<file path="config.mk">
export PLATFORM = sky130hd
export DESIGN_NAME = branch_predictor_flat
export DESIGN_NICKNAME = d
export VERILOG_FILES = /design/src/rtl/branch_predictor_pkg.sv /design/src/rtl/branch_predictor_if.sv /design/src/rtl/branch_predictor_sat_counter.sv /design/src/rtl/branch_predictor.sv /design/src/flat_wrapper.sv
export SDC_FILE = /design/constraint.sdc
export NUM_CORES = 1
export LEC_CHECK = 0
export ABC_AREA = 1
export CORE_UTILIZATION = 50
export CTS_CLUSTER_SIZE = 25
export DETAILED_ROUTE_END_ITERATION = 10
export PLACE_DENSITY = 0.73
export SYNTH_ARGS = -nofsm -noshare
export SYNTH_HDL_FRONTEND = slang
export SYNTH_SLANG_ARGS = --single-unit
</file>
<file path="constraint.sdc">
create_clock -name i_clk -period 7.1 [get_ports i_clk]
set_input_delay 1.775 -clock i_clk [delete_from_list [all_inputs] [get_ports i_clk]]
set_output_delay 1.775 -clock i_clk [all_outputs]
set_load 0.03 [all_outputs]
</file>
<file path="src/rtl/branch_predictor_pkg.sv">
// Shared fetch/branch types: program counter, BTB counter and entry layout.
// Counter constants and the fall-through PC helper are common to predictor users.
package branch_predictor_pkg;

  typedef logic [31:0] program_counter_t;

  typedef logic [1:0] bp_ctr_t;

  localparam bp_ctr_t BP_CTR_WEAK_T   = 2'b10;
  localparam bp_ctr_t BP_CTR_STRONG_T = 2'b11;

  // Tag field is sized for the widest legal tag; narrower configs zero-extend.
  localparam int unsigned BP_TAG_MAX_W = 30;

  typedef struct packed {
    logic                    valid;
    logic [BP_TAG_MAX_W-1:0] tag;
    logic [31:1]             target;
    bp_ctr_t                 ctr;
  } bp_entry_t;

  function automatic program_counter_t bp_fallthrough(program_counter_t pc, logic compressed);
    return pc + (compressed ? 32'd2 : 32'd4);
  endfunction

endpackage

</file>
<file path="src/rtl/branch_predictor_if.sv">
// Fetch lookup, execute-stage resolution and redirect signals of the branch predictor.
// master = fetch/execute side, slave = predictor.
interface branch_predictor_if;
  import branch_predictor_pkg::*;

  logic             o_ready;
  logic             i_lookup_valid;
  program_counter_t i_lookup_pc;
  logic             o_pred_valid;
  logic             o_pred_taken;
  program_counter_t o_pred_target;
  logic             i_update_valid;
  program_counter_t i_update_pc;
  logic             i_update_compressed;
  logic             i_update_uncond;
  logic             i_update_taken;
  program_counter_t i_update_target;
  logic             i_update_pred_taken;
  program_counter_t i_update_pred_target;
  logic             o_redirect;
  program_counter_t o_redirect_pc;

  modport master (
    input  o_ready, o_pred_valid, o_pred_taken, o_pred_target, o_redirect, o_redirect_pc,
    output i_lookup_valid, i_lookup_pc, i_update_valid, i_update_pc, i_update_compressed,
           i_update_uncond, i_update_taken, i_update_target, i_update_pred_taken,
           i_update_pred_target
  );

  modport slave (
    output o_ready, o_pred_valid, o_pred_taken, o_pred_target, o_redirect, o_redirect_pc,
    input  i_lookup_valid, i_lookup_pc, i_update_valid, i_update_pc, i_update_compressed,
           i_update_uncond, i_update_taken, i_update_target, i_update_pred_taken,
           i_update_pred_target
  );
endinterface

</file>
<file path="src/rtl/branch_predictor_sat_counter.sv">
// Next-state function of a BTB entry's 2-bit saturating counter.
// A miss yields the allocation value; callers only write it back when taken.
module bp_sat_counter
  import branch_predictor_pkg::*;
(
  input  bp_ctr_t ctr,
  input  logic    taken,
  input  logic    uncond,
  input  logic    hit,
  output bp_ctr_t ctr_next
);

  always_comb begin
    ctr_next = ctr;
    if (!hit) begin
      if (taken) ctr_next = uncond ? BP_CTR_STRONG_T : BP_CTR_WEAK_T;
    end else if (uncond) begin
      ctr_next = BP_CTR_STRONG_T;
    end else if (taken) begin
      if (ctr != 2'b11) ctr_next = ctr + 2'd1;
    end else begin
      if (ctr != 2'b00) ctr_next = ctr - 2'd1;
    end
  end

endmodule

</file>
<file path="src/rtl/branch_predictor.sv">
// Direct-mapped BTB with 2-bit counters: registered fetch lookup, training from
// resolved branches, and a registered redirect when a resolution disagrees with its prediction.
module branch_predictor
  import branch_predictor_pkg::*;
#(
  parameter int unsigned ENTRIES = 16,
  parameter int unsigned TAG_W   = 10
) (
  input logic               i_clk,
  input logic               i_rst_n,
  branch_predictor_if.slave bp
);

  localparam int unsigned IDX_W = $clog2(ENTRIES);

  typedef enum logic {ST_INIT, ST_READY} state_t;

  state_t           state, state_next;
  logic [IDX_W-1:0] init_idx;
  bp_entry_t        btb [ENTRIES];

  logic [IDX_W-1:0] lk_idx, up_idx;
  logic [TAG_W-1:0] lk_tag, up_tag;
  bp_entry_t        lk_entry, up_entry, wr_entry;
  logic             lk_hit, up_hit, up_write, mispredict;
  bp_ctr_t          ctr_next;
  program_counter_t correct_pc;

  assign lk_idx   = bp.i_lookup_pc[IDX_W:1];
  assign lk_tag   = bp.i_lookup_pc[IDX_W+TAG_W:IDX_W+1];
  assign up_idx   = bp.i_update_pc[IDX_W:1];
  assign up_tag   = bp.i_update_pc[IDX_W+TAG_W:IDX_W+1];
  assign lk_entry = btb[lk_idx];
  assign up_entry = btb[up_idx];
  assign lk_hit   = lk_entry.valid && (lk_entry.tag == BP_TAG_MAX_W'(lk_tag));
  assign up_hit   = up_entry.valid && (up_entry.tag == BP_TAG_MAX_W'(up_tag));

  assign bp.o_ready = (state == ST_READY);

  bp_sat_counter u_ctr (
    .ctr      (up_entry.ctr),
    .taken    (bp.i_update_taken),
    .uncond   (bp.i_update_uncond),
    .hit      (up_hit),
    .ctr_next (ctr_next)
  );

  always_ff @(posedge i_clk) begin
    if (!i_rst_n) state <= ST_INIT;
    else          state <= state_next;
  end

  always_comb begin
    state_next = state;
    if (state == ST_INIT && init_idx == IDX_W'(ENTRIES - 1)) state_next = ST_READY;
  end

  always_comb begin
    up_write = (state == ST_READY) && bp.i_update_valid && (up_hit || bp.i_update_taken);
    wr_entry       = up_entry;
    wr_entry.valid = 1'b1;
    wr_entry.tag   = BP_TAG_MAX_W'(up_tag);
    wr_entry.ctr   = ctr_next;
    if (bp.i_update_taken || bp.i_update_uncond) wr_entry.target = bp.i_update_target[31:1];

    mispredict = (bp.i_update_pred_taken != bp.i_update_taken) ||
                 (bp.i_update_taken &&
                  (bp.i_update_pred_target[31:1] != bp.i_update_target[31:1]));
    correct_pc = bp.i_update_taken ? {bp.i_update_target[31:1], 1'b0}
                                   : bp_fallthrough(bp.i_update_pc, bp.i_update_compressed);
  end

  // Array has no reset of its own; the INIT sweep invalidates it after every reset.
  always_ff @(posedge i_clk) begin
    if (i_rst_n) begin
      if (state == ST_INIT) btb[init_idx].valid <= 1'b0;
      else if (up_write)    btb[up_idx]         <= wr_entry;
    end
  end

  always_ff @(posedge i_clk) begin
    if (!i_rst_n) begin
      init_idx         <= '0;
      bp.o_pred_valid  <= 1'b0;
      bp.o_pred_taken  <= 1'b0;
      bp.o_pred_target <= '0;
      bp.o_redirect    <= 1'b0;
      bp.o_redirect_pc <= '0;
    end else begin
      if (state == ST_INIT) init_idx <= init_idx + 1'b1;

      bp.o_pred_valid  <= bp.i_lookup_valid;
      bp.o_pred_taken  <= 1'b0;
      bp.o_pred_target <= '0;
      if (state == ST_READY && lk_hit && lk_entry.ctr[1]) begin
        bp.o_pred_taken  <= 1'b1;
        bp.o_pred_target <= {lk_entry.target, 1'b0};
      end

      bp.o_redirect <= 1'b0;
      if (state == ST_READY && bp.i_update_valid && mispredict) begin
        bp.o_redirect    <= 1'b1;
        bp.o_redirect_pc <= correct_pc;
      end
    end
  end

endmodule

</file>
<file path="src/flat_wrapper.sv">
// flat-port wrapper written by rule: the top's interface ports become plain ports
module branch_predictor_flat import branch_predictor_pkg::*;
#(
  parameter int unsigned ENTRIES = 16,
  parameter int unsigned TAG_W   = 10
)
  (i_clk, i_rst_n, bp_o_ready, bp_o_pred_valid, bp_o_pred_taken, bp_o_pred_target, bp_o_redirect, bp_o_redirect_pc, bp_i_lookup_valid, bp_i_lookup_pc, bp_i_update_valid, bp_i_update_pc, bp_i_update_compressed, bp_i_update_uncond, bp_i_update_taken, bp_i_update_target, bp_i_update_pred_taken, bp_i_update_pred_target);
  branch_predictor_if bp_i ();
  input logic i_clk;
  input logic i_rst_n;
  output wire logic [$bits(bp_i.o_ready)-1:0] bp_o_ready;
  output wire logic [$bits(bp_i.o_pred_valid)-1:0] bp_o_pred_valid;
  output wire logic [$bits(bp_i.o_pred_taken)-1:0] bp_o_pred_taken;
  output wire logic [$bits(bp_i.o_pred_target)-1:0] bp_o_pred_target;
  output wire logic [$bits(bp_i.o_redirect)-1:0] bp_o_redirect;
  output wire logic [$bits(bp_i.o_redirect_pc)-1:0] bp_o_redirect_pc;
  input wire logic [$bits(bp_i.i_lookup_valid)-1:0] bp_i_lookup_valid;
  input wire logic [$bits(bp_i.i_lookup_pc)-1:0] bp_i_lookup_pc;
  input wire logic [$bits(bp_i.i_update_valid)-1:0] bp_i_update_valid;
  input wire logic [$bits(bp_i.i_update_pc)-1:0] bp_i_update_pc;
  input wire logic [$bits(bp_i.i_update_compressed)-1:0] bp_i_update_compressed;
  input wire logic [$bits(bp_i.i_update_uncond)-1:0] bp_i_update_uncond;
  input wire logic [$bits(bp_i.i_update_taken)-1:0] bp_i_update_taken;
  input wire logic [$bits(bp_i.i_update_target)-1:0] bp_i_update_target;
  input wire logic [$bits(bp_i.i_update_pred_taken)-1:0] bp_i_update_pred_taken;
  input wire logic [$bits(bp_i.i_update_pred_target)-1:0] bp_i_update_pred_target;
  assign bp_o_ready = bp_i.o_ready;
  assign bp_o_pred_valid = bp_i.o_pred_valid;
  assign bp_o_pred_taken = bp_i.o_pred_taken;
  assign bp_o_pred_target = bp_i.o_pred_target;
  assign bp_o_redirect = bp_i.o_redirect;
  assign bp_o_redirect_pc = bp_i.o_redirect_pc;
  assign bp_i.i_lookup_valid = bp_i_lookup_valid;
  assign bp_i.i_lookup_pc = bp_i_lookup_pc;
  assign bp_i.i_update_valid = bp_i_update_valid;
  assign bp_i.i_update_pc = bp_i_update_pc;
  assign bp_i.i_update_compressed = bp_i_update_compressed;
  assign bp_i.i_update_uncond = bp_i_update_uncond;
  assign bp_i.i_update_taken = bp_i_update_taken;
  assign bp_i.i_update_target = bp_i_update_target;
  assign bp_i.i_update_pred_taken = bp_i_update_pred_taken;
  assign bp_i.i_update_pred_target = bp_i_update_pred_target;
  branch_predictor #(.ENTRIES(ENTRIES), .TAG_W(TAG_W)) u_core (.i_clk(i_clk), .i_rst_n(i_rst_n), .bp(bp_i));
endmodule
</file>
# Yosys cells after proc, flatten, opt, wreduce, memory -nomap -nowiden
# Memories as Yosys holds them, arrays and structs flattened.
# Cells that the tools add are included.
# op_classes
add_sub_neg,4
multipliers,0
div,0
magnitude_cmp,0
eq_ne,6
shift,0
n_mux,22
bitwise,1
n_reduce_logical,15
# op_table
operator,count
30-bit by 10-bit equality test with 1-bit output,2
44-bit two-way mux,1
44-bit OR reduction,1
32-bit adder,1
32-bit two-way mux,1
31-bit two-way mux,1
31-bit inequality test,1
2-bit two-way mux,7
1-bit two-way mux,10
1-bit logical AND,9
"4-bit by 1-bit adder with 4-bit output, second input constant",1
"4-bit equality test, second input constant",1
4-bit two-way mux,1
1-bit logical OR,3
3-bit two-way mux,1
"2-bit by 1-bit adder with 2-bit output, second input constant",1
"2-bit inequality test, second input constant",1
2-bit AND reduction,1
2-bit nonzero test,1
"2-bit by 1-bit subtractor with 2-bit output, second input constant",1
1-bit inequality test,1
1-bit inverter,1
# totals
regBits,72
latch_bits,0
ramBits,704
mem_bits_ro,0
output_inout_bits,68
word_cells,57
memories,1
# memory_table
memory,words,word_bits,rd,rd_ports_with_merged_regs,wr,line,source
u_core.btb,16,44,2,0,1,branch_predictor.sv:20,bp_entry_t btb [ENTRIES];

# Logic depth before layout (Yosys ltp)
# Gate-level depths: netlist of the first run.
# An unclocked memory read counts as a cell.
# depth
ltp_word,11
mapped_depth,24
ltp_nobuf,21

# Modules after synthesis
# From an unflattened synthesis of the first run, not the netlist that was laid out.
# hier_totals
hier_cells,4197
area_unflattened_um2,38639.6
# by_module_without_submodules
mod,instances,cells_per_inst,area_per_inst_um2,seq_area_each_um2
branch_predictor,1,4179,38559.5,22561.6
bp_sat_counter,1,18,80.1,0.0

# Worst setup path before layout of the first run
# OpenSTA, ideal clock, no wires.
# synth_timing
path_kind,input-to-reg
from,input bp_i_update_pc[1]
to,memory u_core.btb[12][0] (netlist bit) (enable)
setup_ps,443
arrival_time_ps,5367
required_ps,6657
setup_slack_ps,1290
cell_stages,21
path_cell_list,buf_6 > buf_6 > buf_6 > o211ai_2 > nand3_1 > nand3_1 > nand2_1 > nand2_1 > nand2_1 > nor2_1 > nand2_1 > nor2_1 > nand2_2 > nand2_4 > nand2_4 > buf_6 > nand2_1 > nand2_1 > nor2_2 > nand2_1 > nor2_1
# synth_via
elab_chain_cells,11
elab_cells_between_ends,12
cone_classes,eq/ne (1); mux (6); reduce/logical (4); memory (1)
# synth_rtl
item,line,source
start: declaration,flat_wrapper.sv:20,input wire logic [$bits(bp_i.i_update_pc)-1:0] bp_i_update_pc;
memory read 16 x 44 bit,n/a,
30-bit by 10-bit equality test with 1-bit output,branch_predictor.sv:36,assign up_hit = up_entry.valid && (up_entry.tag == BP_TAG_MAX_W'(up_tag));
1-bit logical AND,branch_predictor.sv:36,
1-bit logical OR,branch_predictor.sv:59,up_write = (state == ST_READY) && bp.i_update_valid && (up_hit || bp.i_update_taken);
1-bit logical AND,branch_predictor.sv:59,
1-bit two-way mux,branch_predictor.sv:77,else if (up_write) btb[up_idx] <= wr_entry;
1-bit two-way mux,branch_predictor.sv:76,if (state == ST_INIT) btb[init_idx].valid <= 1'b0;
1-bit two-way mux,branch_predictor.sv:75,if (i_rst_n) begin
1-bit two-way mux (not written as such),branch_predictor.sv:77,
44-bit OR reduction (no source line),n/a,
4-bit two-way mux (no source line) / 2-bit two-way mux (equally long branches),n/a,
end: declaration,branch_predictor.sv:20,
# Several ways; a longest one is shown, not always the timed one.

# Worst setup path after layout of the first run
# layout_timing
from,input bp_i_update_pc[1]
to,memory u_core.btb[11][43] (netlist bit) (enable)
# The elaborated chain is that of the path after synthesis.

==> results of run 1 <==
flip-flops by register name, indices dropped and copies added (netlist names):
signal                   flops
u_core.btb                 704
u_core.init_idx              4
u_core.bp.o_pred_taken       1
u_core.bp.o_redirect_pc     32
u_core.bp.o_pred_target     31
u_core.bp.o_pred_valid       1
u_core.bp.o_ready            1
u_core.bp.o_redirect         1
through the flow:
| stage | total power, mW | setup slack [ps] | cell area (um2) | utilization (%) | hold slack, ps |
|---|---|---|---|---|---|
| global placement | 5.84 | 1020 | 41500 | 54.4 | 453 |
| detailed placement | 5.85 | 928 | 41500 | 54.4 | 459 |
| floorplan | 5.54 | 1290 | 38700 | - | 479 |
| CTS | 10.0 | 1560 | 44100 | 57.9 | 468 |
| finish | 10.0 | 1390 | 44100 | 57.9 | 468 |
| global route | 10.3 | 1240 | 44100 | 57.9 | 488 |
power by group:
part	internal (mW)	switching (mW)	total (mW)
registers	4.90	0.00218	4.90
logic	0.276	0.602	0.878
clock network	2.45	1.81	4.25
final cells by class:
cell class / count / share of cell area (%)
clock inverter: 43 / 0.987
multi-input combinational: 2688 / 30.3
timing repair buffer: 257 / 6.15
clock buffer: 107 / 4.98
tap: 1030 / 2.92
inverter: 404 / 3.47
antenna: 2 / 0.0113
sequential: 775 / 51.1
worst max-delay path, cell delays in order:
cell	delay (ps)
sky130_fd_sc_hd__buf_8	520
sky130_fd_sc_hd__buf_4	760
sky130_fd_sc_hd__nor2_1	110
sky130_fd_sc_hd__nor2_1	110
sky130_fd_sc_hd__nand2_1	80
sky130_fd_sc_hd__nand3_1	80
sky130_fd_sc_hd__nand3_1	120
sky130_fd_sc_hd__a21oi_1	170
sky130_fd_sc_hd__nor2_1	80
sky130_fd_sc_hd__nand2_1	60
sky130_fd_sc_hd__nor2_1	50
sky130_fd_sc_hd__nand2_2	130
sky130_fd_sc_hd__nand2_4	120
sky130_fd_sc_hd__nand2_4	130
sky130_fd_sc_hd__buf_12	430
sky130_fd_sc_hd__inv_1	420
sky130_fd_sc_hd__a21oi_2	680
sky130_fd_sc_hd__nor2_1	150
synthesized netlist by cell type (7+ instances only):
cell	count	area [um2]
sky130_fd_sc_hd__clkbuf_1	208	781
sky130_fd_sc_hd__o221ai_1	48	420
sky130_fd_sc_hd__a31oi_1	48	300
sky130_fd_sc_hd__nor3_1	10	50.1
sky130_fd_sc_hd__buf_1	34	128
sky130_fd_sc_hd__a22o_1	7	61.3
sky130_fd_sc_hd__nand2_1	560	2100
sky130_fd_sc_hd__dfxtp_1	71	1420
sky130_fd_sc_hd__o22ai_1	10	62.6
sky130_fd_sc_hd__xor2_1	25	219
sky130_fd_sc_hd__xnor2_1	19	166
sky130_fd_sc_hd__a221oi_1	7	61.3
sky130_fd_sc_hd__nand4_1	13	81.3
sky130_fd_sc_hd__inv_1	396	1490
sky130_fd_sc_hd__buf_6	9	101
sky130_fd_sc_hd__buf_2	55	275
sky130_fd_sc_hd__o211ai_1	104	781
sky130_fd_sc_hd__nor2_1	428	1610
sky130_fd_sc_hd__a32oi_1	24	210
sky130_fd_sc_hd__a311oi_1	7	61.3
sky130_fd_sc_hd__o21ai_0	648	3240
sky130_fd_sc_hd__nand3_1	220	1100
sky130_fd_sc_hd__edfxtp_1	704	21100
sky130_fd_sc_hd__a21oi_1	453	2270
worst max path at each step:
stage                                 start                      endpoint  slack (ps)
after global placement    bp_i_update_pc[1]   u_core.btb[2][43]$_DFFE_PP_        1020
after CTS                 bp_i_update_pc[1]  u_core.btb[11][43]$_DFFE_PP_        1560
final                     bp_i_update_pc[1]  u_core.btb[11][43]$_DFFE_PP_        1390
after detailed placement  bp_i_update_pc[1]  u_core.btb[10][43]$_DFFE_PP_         930
after floorplan           bp_i_update_pc[1]   u_core.btb[12][0]$_DFFE_PP_        1290
after global routing      bp_i_update_pc[1]  u_core.btb[11][43]$_DFFE_PP_        1240
cells by family after synthesis:
kind of cell,after synthesis,share of synthesized area [%]
adder cells (fa/ha/maj),4,0.149
other,1,0.00970
AO/OA/AOI/OAI,1373,19.7
buffers and inverters,716,7.37
flip-flops,775,58.3
XOR/XNOR,44,0.996
AND/OR/NAND/NOR,1266,13.5
routing by layer:
metal / vias up / global-route usage (%) / wire length, um
met5: - / 0 / 12
met4: 2 / 15.6 / 6240
met3: 338 / 6.82 / 15100
met2: 2186 / 48.1 / 56300
met1: 15396 / 41.3 / 46500
li1: 14747 / - / -
placed cells by master (no fill, tap or decap), drive strengths merged, types with 25 or more instances in the layout:
| cell | instances |
|---|---|
| o211ai | 107 |
| a21oi | 454 |
| o21ai | 653 |
| clkbuf | 108 |
| clkinv | 30 |
| nor2 | 439 |
| o221ai | 48 |
| nand3 | 220 |
| buf | 81 |
| dfxtp | 71 |
| nand2 | 568 |
| edfxtp | 704 |
| inv | 406 |
| xor2 | 25 |
| a31oi | 48 |
| clkdlybuf4s50 | 175 |
==> results.md, run 1 <==
Outcome:
- The flow ran to the end, and the final reports show no timing, DRC or antenna violations.

CTS:
- TritonCTS built the clock tree.
- The number of instances resized during post-cts repair is 0.
- The total clock buffers created by CTS is 81.
- The clock reaches the later pin of the worst-skew pair after 640 ps.
- The number of buffers between clock root and the deepest sink is 3.
- The post-CTS repair timing setup buffer count is 0.
- Clock tree synthesis selected as its root buffer the cell sky130_fd_sc_hd__clkbuf_16.
- The clock-pin slew on the worst setup and hold paths is 60 ps.
- The number of hold buffers added after CTS was 0.
- The number of H-tree branching levels is 3.
- The clock net sink count is 775.

Floorplanning:
- The floorplan step set the die width to 280 um.
- The area of the die is 0.0785 mm2.
- The number of top-level pins is 204.
- The starting density of the core is 50.8%.
- The floorplan step defined a core boundary enclosing 0.0762 mm2.
- The number of placement rows is 101.
- Measured along the y axis, the die boundary spans 280 um.

STA:
- The slew at the pin closest to its max-slew limit is 1180 ps.
- The hold violation count in the final report is 0.
- After routing, the total negative slack on setup checks comes to 0 ps.
- Setup repair after global routing left no endpoint under its margin.
- The number of setup violations in the final report is 0.
- Timing would allow up to 0.175 GHz.
- On the final layout, the worst clock skew is 26.0 ps.
- The worst relative slew slack is 21.6%.
- The time the worst path needs with I/O delays and setup is 5710 ps.
- The share of the cycle needed by the critical path after routing is 80.4%.
- The max-slew violation count is 0.

Global routing:
- The number of antenna violations at the first check in global routing was 3.
- Entering global routing, the biggest net connects 167 pins.
- In the global route stage, overall resource usage came out at 31.1%.
- The number of global-route vias before repair is 30215.
- The first global-routing pass estimated 183000 um of wire.
- The total global routing overflow is 0.

Logic synthesis:
- The share of flip-flops with an asynchronous set or reset after synthesis is 0%.
- The number of warning messages in the yosys log is 0.
- The cell area that synthesis handed to floorplanning was 0.0387 mm2.
- The number of synthesized register bits is 775.
- The number of nets handed over by synthesis was 4319.
- The number of flops mapped to enable cells by yosys is 704.
- The post-synthesis average cell area is 9.26 um2.
- The portion of the post-synthesis area used by sequential elements is 58.3%.
- After technology mapping, the gate count stands at 4179.
- The number of different library cells used by synthesis comes to 50.
- For this run, the leading register cell type out of synthesis is sky130_fd_sc_hd__edfxtp_1.

Setup path:
- The critical path capture point type is a flop.
- For the worst setup path, the data required time is 7470 ps.
- For the worst flop-to-flop path, the logic depth is 19.
- The startpoint class of the critical path is a primary input.
- The startpoint-to-endpoint class of the critical path is in -> reg.
- Along the worst path, the maximum fanout reaches 98.
- The data arrival time at the worst-slack endpoint is 6080 ps.
- The startpoint of the lowest-slack register-to-register path is u_core.btb[13][38]$_DFFE_PP_.
- The worst register-to-register path ends at u_core.btb[11][43]$_DFFE_PP_.
- The slack of the worst reg-to-reg path is 3380 ps.

Placed design:
- Buffers placed on the I/O ports in this run total 182.
- The final weighted congestion in routability-driven placement is 0.939.
- In this run, placement finished with an instance count of 5154.
- The sum of net half-perimeters after detailed placement is 70300 um.

Layout:
- The number of cells in the finished layout apart from fillers is 5306.
- Of the cells placed in the final design, the portion with a size suffix greater than 1 is 5.94%.
- The layout overhead on the synthesized area is 14.1%.
- The area of the multi-input gates is 0.0134 mm2.
- Summing all flip-flop and latch instances after layout gives 0.0226 mm2.
- At the end of the flow, the number of nets in the layout was 4347.
- Fill cells in the final layout number 6297.

Hold path:
- In this run the most critical hold path is launched from u_core.bp.o_redirect_pc[4]$_SDFFE_PN0P_.
- The class of the tightest hold or removal check is reg -> reg.
- The endpoint with the worst hold slack is u_core.bp.o_redirect_pc[4]$_SDFFE_PN0P_.
- The hold-critical path depth is 2.

Route:
- The via-per-instance ratio is 6.16.
- The remaining design rule violation count is 0.
- Before antenna repair, the detailed router went through 6 iterations.
- In the final routed layout, each cell accounts on average for 23.4 um.
- The routed design has 124000 um of wire.
- Summing over every cut layer, the via total after detailed routing is 32669.
- The count of antenna-violating nets left after detailed routing is 0.
- The number of DRC markers in iteration 0 is 4774.

Pwr:
- Power spread over the standard cell area amounts to 227 mW/mm2.
- The maximum vdd ir drop is 183 uV.
- Summed over all cells, the static leakage comes to 16.2 nW.

Run:
- The tool flagged a number of max-cap violations equal to 0.
Note: power is estimated with default switching activity, not from simulation.
==> inputs of run 2 (changes only) <==
==> constraint.sdc (replaced) <==
create_clock -name i_clk -period 5.7 [get_ports i_clk]
set_input_delay 1.425 -clock i_clk [delete_from_list [all_inputs] [get_ports i_clk]]
set_output_delay 1.425 -clock i_clk [all_outputs]
set_load 0.03 [all_outputs]
==> run 2 against run 1 <==
Against the previous run: combinational power is 28% higher; critical path depth fell by 3; global-route usage grew 0.79 points; critical endpoint is now u_core.btb[10][43]$_DFFE_PP_.
==> results.md, run 2 (synthesized netlist as in run 1, its figures left out) <==
Outcome:
- The flow ran to the end, and the final reports show no timing, DRC or antenna violations.

Floorplanning:
- The area of the die came to 0.0785 mm2 (unchanged).
- The die boundary width is 280 um (unchanged).
- The number of placement rows came to 101 (unchanged).
- The starting density of the core is 50.8% (unchanged).
- The placeable core region is 0.0762 mm2 (unchanged).
- The overall die height came to 280 um (unchanged).
- The number of top-level pins came to 204 (unchanged).

Layout:
- In the layout the commonest cells are sky130_fd_sc_hd__edfxtp_1, sky130_fd_sc_hd__o21ai_0, sky130_fd_sc_hd__nand2_1, sky130_fd_sc_hd__a21oi_1, sky130_fd_sc_hd__nor2_1.
- The register containing the most flip-flops in the final layout is u_core.btb.
- Leaving out fill and tap cells, the most frequent cell in the layout is sky130_fd_sc_hd__edfxtp_1.
- The proportion of layout cells with a drive suffix above 1 is 6.87% (+0.92 points).
- The flip-flop count of the largest register after layout is 704 (unchanged).
- The number of nets in the layout is 4385 (+0.87%).
- In the final layout, the registers with the most flip-flops are u_core.btb x704, u_core.bp.o_redirect_pc x32, u_core.bp.o_pred_target x31.
- The number of cells in the finished layout apart from fillers is 5343 (+0.70%).
- The final standard cell utilization of the core came to 58.5% (+0.57 points).
- Compared with the post-synthesis result, the final layout area differs by 15.2%.
- The final design area excluding fillers is 0.0446 mm2 (+0.98%).

STA:
- The final critical path takes up 81.2% of the cycle.
- Setup repair after global routing left no endpoint under its margin.
- The worst relative slew slack is 24.5% (+2.9 points).
- The tightest hold margin was 469 ps (+0.319 ps).
- The slew at the pin closest to its max-slew limit is 1130 ps (-43.2 ps).
- The maximum clock rate is 0.216 GHz.
- The maximum clock skew at final layout is 28.1 ps (+2.09 ps).
- The sum of negative setup slack is 0 ps (unchanged).
- The hold violation count in the final report is 0 (unchanged).
- Subtracting the final worst setup slack from the clock period gives 4630 ps.
- The worst setup slack after layout is 1070 ps (-321 ps).
- The max-slew violation count is 0 (unchanged).
- The number of setup violations in the final report came to 0 (unchanged).

Setup path:
- The highest fanout seen on the critical path was 24 (-76%).
- The data required time of the critical path is 6090 ps (-1380 ps).
- The critical path in this run is classified as in -> reg.
- The critical path capture point type is a flop.
- The data arrival time at the worst-slack endpoint is 5020 ps (-1060 ps).
- In this run the worst setup path terminates at u_core.btb[10][43]$_DFFE_PP_.
- The endpoint identified for the worst register-to-register timing path is u_core.btb[7][31]$_DFFE_PP_.
- The start point of the critical path is bp_i_update_pc[4].
- The slack of the worst reg-to-reg path is 2210 ps (-1170 ps).
- On the critical path the largest part of the delay comes from buffers and inverters.
- The slowest cell on the critical path is sky130_fd_sc_hd__a21oi_2.
- The delay contributed by the slowest stage of the critical path is 570 ps (-190 ps).
- Walking the worst path, the cells encountered are clkdlybuf4s50_1 > buf_4 > inv_2 > nor2_4 > buf_4 > nand2_1 > nand3_1 > nor2_1 > nand2_2 > nand2_4 > nand2_4 > buf_12 > inv_1 > a21oi_2 > nor2_1.
- In this run the critical register-to-register path is launched from u_core.btb[13][34]$_DFFE_PP_.
- The buffer and inverter count on the worst path is 6 (+2).
- The startpoint class of the critical path is a primary input.
- The logic depth of the worst register-to-register path is 22 (+3).
- The total number of cells along the worst setup path is 15 (-3).

Run:
- The number of max-capacitance violations reported is 0 (unchanged).

CTS:
- The clock tree root buffer cell is sky130_fd_sc_hd__clkbuf_16.
- The number of buffers added to fix hold violations after cts is 0 (unchanged).
- The clock-pin slew on the worst setup and hold paths is 60 ps (about the same).
- The number of H-tree branching levels was 3 (unchanged).
- The number of buffers between clock root and the deepest sink was 3 (unchanged).
- The total clock buffers created by CTS is 82 (+1.2%).
- The worst-skew pair later-pin latency is 660 ps (+20 ps).
- The number of instances resized during post-cts repair is 0 (unchanged).
- TritonCTS built the clock tree.
- The post-CTS repair timing setup buffer count is 0 (unchanged).
- The clock net sink count is 775 (unchanged).

Pwr:
- The power per standard cell area was 284 mW/mm2 (+25%).
- The static leakage power came to 16.4 nW (+1.6%).
- The maximum vdd ir drop was 250 uV (+36%).
- The total power consumption of the routed design is 12.7 mW (+26%).

Placed design:
- The final weighted congestion in routability-driven placement was 0.941 (+0.19%).
- The area of placed instances came to 0.0418 mm2 (+0.82%).
- The sum of net half-perimeters after detailed placement is 73100 um (+4.0%).
- The number of placed instances, taps included is 5191 (+0.72%).
- The worst-case setup slack after placement is 502 ps (-426 ps).
- The port buffer count is 182 (unchanged).

Route:
- The count of vias placed by the detailed router is 33118 (+1.4%).
- The count of antenna-violating nets left after detailed routing is 0 (unchanged).
- The routed wirelength normalized by instance count is 23.8 um (+1.6%).
- The remaining design rule violation count is 0 (unchanged).
- The number of iterations in the first detailed-routing pass is 7 (+1).
- The number of DRC markers in iteration 0 is 5201 (+8.9%).
- The via-per-instance ratio came to 6.20 (+0.67%).
- The aggregate routed wire length is 127000 um (+2.3%).

Global routing:
- The total global routing overflow is 0 (unchanged).
- The maximum number of pins on one net before global-route repair is 239 (+43%).
- The number of antenna violations at the first check in global routing is 4 (+1).
- The global-route wire length before repair is 187000 um (+2.2%).
- The global-route usage over all layers is 31.9% (+0.79 points).
- The number of global-route vias before repair is 30723 (+1.7%).

Hold path:
- The path class of the tightest hold or removal check is reg -> reg.
- In this run the most critical hold path is launched from u_core.bp.o_redirect_pc[9]$_SDFFE_PN0P_.
run 2: cell count changes in the layout (fill, tap and decap cells not counted), sizes merged:
cell and change:
buf +37, clkinvlp -2, clkinv +6, bufinv +2
inv -2, clkbuf -4
run 2: final cells by class:
| class | instances | area [um2] |
|---|---|---|
| timing repair buffer | 294 | 3060 |
| multi-input combinational | 2688 | 13400 |
| sequential | 775 | 22600 |
| antenna | 2 | 5.00 |
| fill | 6250 | 31600 |
| tap | 1030 | 1290 |
| inverter | 404 | 1530 |
| clock inverter | 47 | 544 |
| clock buffer | 103 | 2180 |
run 2: worst min path at each step:
stage                                                           to  slack, ps  depth (start not counted)
after floorplan                    u_core.init_idx[3]$_SDFFE_PN0N_        480                          2
after global placement    u_core.bp.o_redirect_pc[18]$_SDFFE_PN0P_        460                          2
after detailed placement  u_core.bp.o_redirect_pc[20]$_SDFFE_PN0P_        460                          2
after CTS                 u_core.bp.o_redirect_pc[20]$_SDFFE_PN0P_        460                          2
after global routing      u_core.bp.o_redirect_pc[16]$_SDFFE_PN0P_        490                          2
final                      u_core.bp.o_redirect_pc[9]$_SDFFE_PN0P_        470                          2
run 2: report_power, final:
group / internal [mW] / switching (mW) / leakage [nW] / total (mW)
sequential: 6.11 / 0.00272 / 8.54 / 6.11
clock: 3.14 / 2.30 / 1.33 / 5.44
combinational: 0.356 / 0.764 / 6.54 / 1.12
run 2: worst register-to-register path, stage by stage, from the launching register on:
cell	delay, ps
sky130_fd_sc_hd__edfxtp_1	370
sky130_fd_sc_hd__inv_1	100
sky130_fd_sc_hd__nand2_1	50
sky130_fd_sc_hd__nand3_1	90
sky130_fd_sc_hd__nand2_1	60
sky130_fd_sc_hd__nand2_1	50
sky130_fd_sc_hd__nand2_1	60
sky130_fd_sc_hd__inv_1	60
sky130_fd_sc_hd__nand2_1	110
sky130_fd_sc_hd__nand2_1	90
sky130_fd_sc_hd__nand2_1	50
sky130_fd_sc_hd__nor2_1	130
sky130_fd_sc_hd__nand2_1	90
sky130_fd_sc_hd__nor2_1	120
sky130_fd_sc_hd__nand2_2	130
sky130_fd_sc_hd__nand2_4	150
sky130_fd_sc_hd__nand2_4	210
sky130_fd_sc_hd__nand2_1	140
sky130_fd_sc_hd__nand2_1	120
sky130_fd_sc_hd__nor2_4	180
sky130_fd_sc_hd__nand2_1	130
sky130_fd_sc_hd__nor2_4	310
sky130_fd_sc_hd__buf_12	300
run 2: routing by layer:
layer / up-vias / global-route usage, % / part of all wire [%] / routed length (um)
met2: 2358 / 48.3 / 44 / 56400
li1: 14819 / - / - / -
met5: - / 0 / 0 / 0
met3: 419 / 7.02 / 13 / 16500
met4: 0 / 17.3 / 5.6 / 7100
met1: 15522 / 42.7 / 37 / 47000
